--- src/rtl/cmp_flag_monitor.sv ---
// Debounces comparator e/g/l flags into qualified hi/lo alarms, counts equal samples.
// Optional CMP_FLAG_STICKY_ALARM_EN: alarms latch until clear or reset.
module cmp_flag_monitor #(
    parameter int HOLD_CNT = 4,
    parameter int CNT_W    = 8
) (
    input  logic             clk,
    input  logic             rst_n,
    input  logic             in_valid,
    input  logic             e,
    input  logic             g,
    input  logic             l,
    input  logic             clear,
    output logic             alarm_hi,
    output logic             alarm_lo,
    output logic [CNT_W-1:0] eq_cnt,
    output logic [3:0]       run_len,
    output logic             flag_err
);

    typedef enum logic [2:0] {
        IDLE     = 3'd0,
        HI_PEND  = 3'd1,
        HI_ALARM = 3'd2,
        LO_PEND  = 3'd3,
        LO_ALARM = 3'd4
    } state_t;

    localparam logic [3:0]       HOLD   = 4'(HOLD_CNT);
    localparam logic [CNT_W-1:0] EQ_MAX = '1;

    state_t           state_q;
    state_t           state_d;
    logic [3:0]       run_len_d;
    logic [CNT_W-1:0] eq_cnt_d;
    logic             one_hot;
    logic             accept;
    logic             hi_run;
    logic             lo_run;

    // Exactly one of three flags: odd parity and not all three.
    assign one_hot = (e ^ g ^ l) & ~(e & g & l);
    assign accept  = in_valid & one_hot;
    assign hi_run  = (state_q == HI_PEND) || (state_q == HI_ALARM);
    assign lo_run  = (state_q == LO_PEND) || (state_q == LO_ALARM);

    always_comb begin
        state_d   = state_q;
        run_len_d = run_len;
        eq_cnt_d  = eq_cnt;
        if (accept) begin
            if (e) begin
                state_d   = IDLE;
                run_len_d = 4'd0;
                if (eq_cnt != EQ_MAX) begin
                    eq_cnt_d = eq_cnt + 1'b1;
                end
            end else if (g) begin
                // A continuing run grows up to HOLD; any other state restarts at 1.
                if (hi_run) begin
                    run_len_d = (run_len == HOLD) ? HOLD : run_len + 4'd1;
                end else begin
                    run_len_d = 4'd1;
                end
                state_d = (run_len_d == HOLD) ? HI_ALARM : HI_PEND;
            end else begin
                if (lo_run) begin
                    run_len_d = (run_len == HOLD) ? HOLD : run_len + 4'd1;
                end else begin
                    run_len_d = 4'd1;
                end
                state_d = (run_len_d == HOLD) ? LO_ALARM : LO_PEND;
            end
        end
    end

    always_ff @(posedge clk or negedge rst_n) begin
        if (!rst_n) begin
            state_q  <= IDLE;
            run_len  <= 4'd0;
            eq_cnt   <= '0;
            flag_err <= 1'b0;
            alarm_hi <= 1'b0;
            alarm_lo <= 1'b0;
        end else if (clear) begin
            state_q  <= IDLE;
            run_len  <= 4'd0;
            eq_cnt   <= '0;
            flag_err <= 1'b0;
            alarm_hi <= 1'b0;
            alarm_lo <= 1'b0;
        end else begin
            state_q  <= state_d;
            run_len  <= run_len_d;
            eq_cnt   <= eq_cnt_d;
            flag_err <= in_valid & ~one_hot;
`ifdef CMP_FLAG_STICKY_ALARM_EN
            alarm_hi <= alarm_hi | (state_d == HI_ALARM);
            alarm_lo <= alarm_lo | (state_d == LO_ALARM);
`else
            alarm_hi <= (state_d == HI_ALARM);
            alarm_lo <= (state_d == LO_ALARM);
`endif
        end
    end

endmodule
--- config.mk ---
export PLATFORM = sky130hd
export DESIGN_NAME = cmp_flag_monitor
export DESIGN_NICKNAME = d
export VERILOG_FILES = /design/src/rtl/cmp_flag_monitor.sv
export SDC_FILE = /design/constraint.sdc
export NUM_CORES = 1
export LEC_CHECK = 0
export BUFFER_PORTS_ARGS = -buffer_cell sky130_fd_sc_hd__clkbuf_2
export CAP_MARGIN = 20
export CELL_PAD_IN_SITES_DETAIL_PLACEMENT = 1
export CELL_PAD_IN_SITES_GLOBAL_PLACEMENT = 1
export CORE_MARGIN = 5
export CORE_UTILIZATION = 40
export DETAILED_ROUTE_END_ITERATION = 10
export HOLD_SLACK_MARGIN = 0.06
export PLACE_DENSITY_LB_ADDON = 0.15
export SYNTH_ARGS = -nofsm -noshare
export SYNTH_HDL_FRONTEND = slang
export SYNTH_SLANG_ARGS = --single-unit
--- constraint.sdc ---
create_clock -name clk -period 2.7 [get_ports clk]
set_input_delay 0.405 -clock clk [delete_from_list [all_inputs] [get_ports clk]]
set_output_delay 0.405 -clock clk [all_outputs]
set_load 0.01 [all_outputs]
Word-level counts from Yosys, hierarchy flattened
Index checks and enable logic that the tools add are counted.
{ "totals": {"ff_bits": 18, "output_inout_bits": 15, "word_cells": 59} }
{ "classes": {"addsub": 2, "n_eq_ne": 10, "muxes": 26, "bitwise": 9, "reduce_logical": 6} }
{ "op_table": {"columns": ["operator", "n"], "rows": [
  ["$mux 4", 13],
  ["$mux 8", 4],
  ["$mux 3", 5],
  ["$eq 4x3->1 const B", 3],
  ["$eq 3x2->1 const B", 3],
  ["$add 8x1->8 const B", 1],
  ["$ne 8x8->1 const B", 1],
  ["$eq 3x3->1 const B", 2],
  ["$reduce_bool 2->1", 3],
  ["$and 1x1->1", 5],
  ["$add 4x1->4 const B", 1],
  ["$eq 3x1->1 const B", 1],
  ["$mux 1", 3],
  ["$reduce_and 3->1", 1],
  ["$logic_or 1x1->1", 2],
  ["$mux 2", 1],
  ["$not 1->1", 2],
  ["$xor 1x1->1", 2]
]} }

Depth between registers and ports, before layout
Gate-level depths: netlist of run 1.
{ "depth": {"word_depth": 13, "depth_mapped": 7, "depth_no_buf": 7} }

Worst setup path before layout of run 1
Ideal clock, no wire load.
{ "synth_timing": {"path_kind": "flip-flop to flip-flop", "from": "register run_len[0]", "to": "register alarm_lo", "setup_ns": 0.067, "t_arrival_ns": 2.022, "required_time_ns": 2.633, "setup_slack_ns": 0.611, "path_stages_with_launch": 7, "n_path_buf": 0, "synth_period_minus_slack_ns": 2.089, "path_cell_list": "dfrtp_1 > ha_1 > nand2b_1 > a311o_1 > a211o_2 > a32oi_1 > and3_1"} }
{ "synth_between": {"elab_chain_len": 13, "word_cells_on_any_way": 20, "classes_between": "1 x add/sub; 4 x eq/ne; 15 x mux"} }
{ "synth_rtl": {"columns": ["element", "line", "rtl"], "rows": [
  ["start: declaration", "17", "output logic [3:0] run_len,"],
  ["start signal: assignment", "94", "run_len <= run_len_d;"],
  ["$add 4x1->4 or $eq 4x3->1 (tied branches)", "61, 68", null],
  ["$mux 4 *", "61, 68", null],
  ["$mux 4, on equally long branches", "67, 60", null],
  ["$mux 4", "58", "end else if (g) begin"],
  ["$mux 4", "52", "if (e) begin"],
  ["$mux 4", "51", "if (accept) begin"],
  ["$eq 4x3->1, on equally long branches", "72, 65", null],
  ["$mux 3 or $mux 2 (tied branches)", "72, 65", null],
  ["$mux 3 *", "58", null],
  ["$mux 3 *", "52", null],
  ["$mux 3 *", "51", null],
  ["$eq 3x3->1 *", "102", "alarm_lo <= (state_d == LO_ALARM);"],
  ["$mux 1 *", "85", "end else if (clear) begin"],
  ["end signal: assignment", "102", null],
  ["end: declaration", "15", "output logic alarm_lo,"]
]} }
Every way passes the cells marked *; elsewhere a longest branch is shown, timed or not. The select of a mux whose other input is x is not followed.
A chain may end at the register's enable or synchronous reset.

Final worst setup path of run 1
Same ends and word-level chain as after synthesis.

==> results.toml, run 1 <==
[status]
status = "finished, final reports clean"

[global_routing]
track_usage_pct = 14.3
met1_usage_pct = 18.5
antenna_found_initial = 0
top_usage_layer = "met2"
grtUsageMet2_pct = 24.6
grt.overflow.total = 0
use_met3_pct = 1.89
grt_pass1_vias = 882
grt_start_max_net_pins = 19
grt_first_pass_wirelength_mm = 3.95

[sta]
skew_ps = 0.940
setup_viol = 0
max-slew-margin-rel_pct = 60.8
min_period_ps = 2270
clock.fmax_mhz = 441
period_share_pct = 84.1
rsz0062_at_grt = "false"
report.final.slew_viol_count = 0
worstMarginPinSlew_ps = 583
hold_violations = 0
tns_ps = 0

[min_path]
min_path_type = "in -> reg"

[cells_and_area]
layout.nets = 142
diodes = 0
area_growth_pct = 16.6
stdcell_count = 159
utilization_pct = 48.9
layout-drive-gt1-share_pct = 25.6
final_cell_mix = "clkbuf_2, dfrtp_1, nor2_1"
layout_commonest_cell = "clkbuf_2"
final_area_um2 = 1220

[routing]
drcViolationCount = 0
via_count = 891
drt_iter0_drc = 26
wl_per_cell_um = 15.1
vias_per_cell = 5.60
wl_mm = 2.41
dr.pass1.iters = 5
antenna_left = 0

[die]
ioPinCount = 22
die_area_um2 = 3750
start_util_pct = 42.0
core_um2 = 2500
rows = 18
die_w_um = 61.2
die_h_um = 61.2

[yosys]
synth_top_area_share_pct = 42.9
synthesis.instances = 105
synth-edff-count = 0
yosys-top-cells-area = "dfrtp_1, ha_1, nor2_1"
async_flop_share_pct = 100
yosys_warnings = 0
syn_area_um2 = 1050
yosys.area.top_type = "dfrtp_1"
ys.flop_type = "dfrtp_1"
yosysSeqAreaShare_pct = 42.9
syn_nets = 116
synth_cell_type_count = 41
avgSynthCellArea_um2 = 10.0
ys_seq_elements = 18

[critical_path]
crit_required_ps = 2880
cp_slowest_cell = "dfrtp_1"
cpLargestDelayFamily = "compound AO/OA/AOI/OAI gates"
cp-start-kind = "flip-flop"
crit_buf_inv = 0
critPathCaptureType = "flip-flop"
path_cells = "ha_1, nand2b_1, a311o_1, o41ai_1, a32oi_1, and3_1"
criticalPathCategory = "reg -> reg"
path_max_fanout = 8
critPathArrivalTime_ps = 2450
cpPeakStageDelay_ps = 470

[clock_tree]
cts_buffer_depth = 2
cts_max_level = 1
cts.sinks = 18
cts-root-buf = "clkbuf_4"
clock_latency_ps = 280
numCtsBuffers = 3
post_cts_buffers = 0
path_clk_slew_ps = 90
cts_tree = "done"

[pwr]
leakagePower_uw = 0.000531
power_density_nw_per_um2 = 383
power_uw = 469
ir_drop_mv = 0.208

[job]
maxCapViolations = 0

[placed_design]
port_buffers = 21
place.gp.congestion = 0.742
place_inst = 155
placed_area_um2 = 1190
place_hpwl_mm = 1.89
[timing repair]
item,in CTS,in global routing
gates resized for setup,0,0
hold buffers,1,0
hold endpoints to repair,2,0
endpoints found under the setup margin,0,0
[per-layer routing]
metal  up-vias  routed length (um)
li1        433                   -
met1       445                1070
met2        11                1250
met3         2                  75
met4         0                  13
met5         -                   0
[registers in the layout, indices dropped and copies added, names as in the netlist]
signal    flops
eq_cnt        8
run_len       4
state_q       3
alarm_hi      1
alarm_lo      1
flag_err      1
[path summary, 6_finish.rpt]
path | start | endpoint | slack [ps] | depth (start not counted)
worst max-delay path | run_len[0] | alarm_lo | 430 | 6
worst min-delay path | in_valid | flag_err | 430 | 2
worst max register to register | run_len[0] | alarm_lo | 430 | 6
worst min register to register | eq_cnt[6] | eq_cnt[6] | 580 | 2
max in group asynchronous | rst_n | run_len[2] | 1790 | 2
min in group asynchronous | rst_n | eq_cnt[6] | 590 | 2
[cell families after synthesis]
family,Yosys count,share of synthesized area (%)
simple gates,43,23.5
mux,3,2.98
fa+ha+maj,4,4.77
buf+inv,8,2.98
xor+xnor,6,5.01
flops,18,42.9
compound gates,23,17.9
[cell usage after synthesis (2+ instances only)]
cell      instances
dfrtp_1          18
nor2_1           13
a21oi_1           6
inv_1             6
nand2_1           5
xnor2_1           5
ha_1              4
nand2b_1          3
nand3_1           3
nand4_1           3
nor2b_1           3
a22o_1            2
mux2i_1           2
nor3_1            2
nor3b_2           2
nor4b_1           2
o21ai_0           2
[metrics by stage]
stage          setup slack, ps  hold WS [ps]
2_1_floorplan              611           109
3_3_place_gp               486           368
3_5_place_dp               343           378
4_1_cts                    425           413
5_1_grt                    323           399
6_report                   430           427
[power breakdown]
part	switching [uW]	leakage [uW]	internal (uW)
registers	5.36	0.000250	274
logic	38.8	0.000267	23.8
clock network	75.6	0.0000138	51.7
[layout make-up]
cell class,instances,area [um2]
Clock buffer,3,22.5
Fill cell,305,1280
Inverter,6,22.5
Multi-Input combinational cell,79,568
Sequential cell,18,450
Tap cell,30,37.5
Timing Repair Buffer,23,123
No activity file was read; power rests on OpenSTA's default activity.
==> run 2, diff against run 1 <==
--- a/config.mk
+++ b/config.mk
@@ -5,12 +5,13 @@
 export SDC_FILE = /design/constraint.sdc
 export NUM_CORES = 1
 export LEC_CHECK = 0
+export ABC_AREA = 1
 export BUFFER_PORTS_ARGS = -buffer_cell sky130_fd_sc_hd__clkbuf_2
 export CAP_MARGIN = 20
 export CELL_PAD_IN_SITES_DETAIL_PLACEMENT = 1
 export CELL_PAD_IN_SITES_GLOBAL_PLACEMENT = 1
 export CORE_MARGIN = 5
-export CORE_UTILIZATION = 40
+export CORE_UTILIZATION = 35
 export DETAILED_ROUTE_END_ITERATION = 10
 export HOLD_SLACK_MARGIN = 0.06
 export PLACE_DENSITY_LB_ADDON = 0.15
==> constraint.sdc (replaced) <==
create_clock -name clk -period 2 [get_ports clk]
set_input_delay 0.3 -clock clk [delete_from_list [all_inputs] [get_ports clk]]
set_output_delay 0.3 -clock clk [all_outputs]
set_load 0.01 [all_outputs]
==> run 2 against run 1 <==
Setup slack got worse by 200 ps. Largest cell class unchanged. Sequential share of layout area shrank 2.5 points. Critical endpoint unchanged. Largest power group unchanged. Maximum frequency rose by 28%. Highest routed layer unchanged. Critical path type unchanged.
==> results.toml, run 2 <==
[status]
status = "finished, final reports clean"

[yosys]
synth_cell_type_count = 21
syn_area_um2 = 1120
syn_nets = 163
synthTopCellsByCount = "nand2_1, inv_1, dfrtp_1"
yosys-top-cells-area = "dfrtp_1, nand2_1, nand3_1"
synth-edff-count = 0
avgSynthCellArea_um2 = 7.34
yosys_warnings = 0
yosys.area.top_type = "dfrtp_1"
synth.most_common_cell = "nand2_1"
synthesis.instances = 152
ys.flop_type = "dfrtp_1"
synth_top_area_share_pct = 40.4
yosysSeqAreaShare_pct = 40.4
async_flop_share_pct = 100
ys_seq_elements = 18

[cells_and_area]
final_cell_mix = "nand2_1, inv_1, clkbuf_2"
layout-drive-gt1-share_pct = 18.6
register_area_um2 = 450
layout.nets = 190
area_growth_pct = 17.6
diodes = 0
top_regs = "eq_cnt: 8 flops, run_len: 4 flops, state_q: 3 flops"
n_fill_cell = 416
largest_register_ffs = 8
layout_commonest_cell = "nand2_1"
stdcell_count = 221
regMostFlops = "eq_cnt"
multi_input_area_um2 = 579

[critical_path]
critPathCaptureType = "flip-flop"
path_max_fanout = 6
crit_path_start = "run_len[0]"
worst_r2r_endpoint = "alarm_lo"
cp-start-kind = "flip-flop"
path_cells = "inv_1, ha_1, nand3_1, nand2_1, nand2_1, nor2_1, nand3_1, nand2_1, nor2_1, nor2_2, nand2_1, nor2_1"
reg2reg_depth = 12
cpPeakStageDelay_ps = 460
critPathArrivalTime_ps = 1990
crit_required_ps = 2220
worstReg2RegStart = "run_len[0]"
criticalPathCategory = "reg -> reg"
cp_slowest_cell = "dfrtp_1"
crit_path_end = "alarm_lo"
cpMostUsedCell = "nand2_1"
r2r_slack_ps = 230

[clock_tree]
post_cts_buffers = 0
cts_tree = "done"
clock_latency_ps = 280
numCtsBuffers = 3
cts_buffer_depth = 2
cts-root-buf = "clkbuf_4"
post_cts_resized = 0
cts_max_level = 1
path_clk_slew_ps = 100
cts.sinks = 18

[sta]
clock.fmax_mhz = 566
rsz0062_at_grt = "false"
skew_ps = 5.93
report.final.slew_viol_count = 0
setup_viol = 0
tns_ps = 0
finalWorstSetupSlack_ps = 232
worstMarginPinSlew_ps = 459
period_share_pct = 88.4
max-slew-margin-rel_pct = 69.4
hold_violations = 0
min_period_ps = 1770

[global_routing]
grt.overflow.total = 0
grt_first_pass_wirelength_mm = 4.93
grt_pass1_vias = 1088
grt_start_max_net_pins = 19
antenna_found_initial = 0
track_usage_pct = 14.5

[die]
core_um2 = 3050
ioPinCount = 22
die_h_um = 66.5
die_w_um = 66.5
rows = 20
start_util_pct = 36.6
die_area_um2 = 4420

[min_path]
min_path_type = "in -> reg"

[routing]
via_count = 1053
drcViolationCount = 0
wl_per_cell_um = 12.7
dr.pass1.iters = 3
vias_per_cell = 4.76
antenna_left = 0
drt_iter0_drc = 17
wl_mm = 2.80

[placed_design]
place_inst = 217
post-place-ws_ps = 138
place_hpwl_mm = 2.30
place.gp.congestion = 0.844
port_buffers = 21

[pwr]
leakagePower_uw = 0.000692
ir_drop_mv = 0.460
power_density_nw_per_um2 = 516

[job]
maxCapViolations = 0
[run 2: cell count changes after synthesis, moves of 3 or more]
| cell | before | now |
|---|---|---|
| nand3_1 | 3 | 17 |
| nor2_1 | 13 | 17 |
| nand2_2 | 0 | 3 |
| nor2b_1 | 3 | 0 |
| nand2b_1 | 3 | 0 |
| nand2_1 | 5 | 40 |
| o21ai_0 | 2 | 5 |
| xnor2_1 | 5 | 0 |
| o22ai_1 | 0 | 4 |
| inv_1 | 6 | 22 |
[run 2: metrics by stage]
| stage | util [%] | power, uW | area [um2] | hold WS, ps |
|---|---|---|---|---|
| final | 43.0 | 677 | 1310 | 242 |
| after global routing | 43.0 | 727 | 1310 | 240 |
| after CTS | 43.0 | 688 | 1310 | 244 |
| after detailed placement | 41.9 | 508 | 1280 | 276 |
| after global placement | 41.9 | 506 | 1280 | 271 |
| after floorplan | - | 459 | 1120 | 4.41 |
[run 2: area by class of cell]
cell class / instances / area share (%)
timing repair buffer: 23 / 9.34
clock buffer: 3 / 1.72
multi-input combinational: 111 / 44.1
inverter: 22 / 6.29
sequential: 18 / 34.3
tap: 44 / 4.19
[run 2: per-layer routing]
metal  up-vias  track usage [%]  part of all wire, %
li1        540                -                    -
met1       501             18.3                   48
met2        10             25.9                   50
met3         2             2.02                  1.4
met4         0             3.05                 0.75
met5         -                0                    0
[run 2: power breakdown]
group | internal, uW | switching [uW] | total (uW)
Sequential | 377 | 15.2 | 392
Clock | 69.7 | 107 | 177
Combinational | 39.2 | 69.3 | 109
[run 2: critical path, delay by kind of cell, from the launching register on]
family / cells / cell delay (ps)
buffers and inverters: 1 / 140
AND/OR/NAND/NOR: 10 / 940
adder cells (fa/ha/maj): 1 / 180
flip-flops: 1 / 460
[run 2: worst min path at each step]
stage	slack [ps]	endpoint	startpoint	cells after the start
6_report	240	flag_err	in_valid	3
5_1_grt	240	flag_err	in_valid	3
4_1_cts	240	flag_err	in_valid	3
3_5_place_dp	280	eq_cnt[6]	rst_n	1
3_3_place_gp	270	eq_cnt[5]	rst_n	1
2_1_floorplan	4	alarm_hi	rst_n	0
[run 2: repair_timing]
action                                  CTS  global route
hold endpoints to repair                 18             0
endpoints found under the setup margin    0             0
hold buffers                              1             0
[run 2: cells by family after synthesis]
family                     after synthesis  share of synthesized area, %
AOI/OAI and AO/OA                       19                          10.4
xor gates and xnor gates                 3                          2.35
and+or+nand+nor                         85                          34.6
DFF                                     18                          40.4
adders and majority gates                4                          4.48
buffers and inverters                   23                          7.74
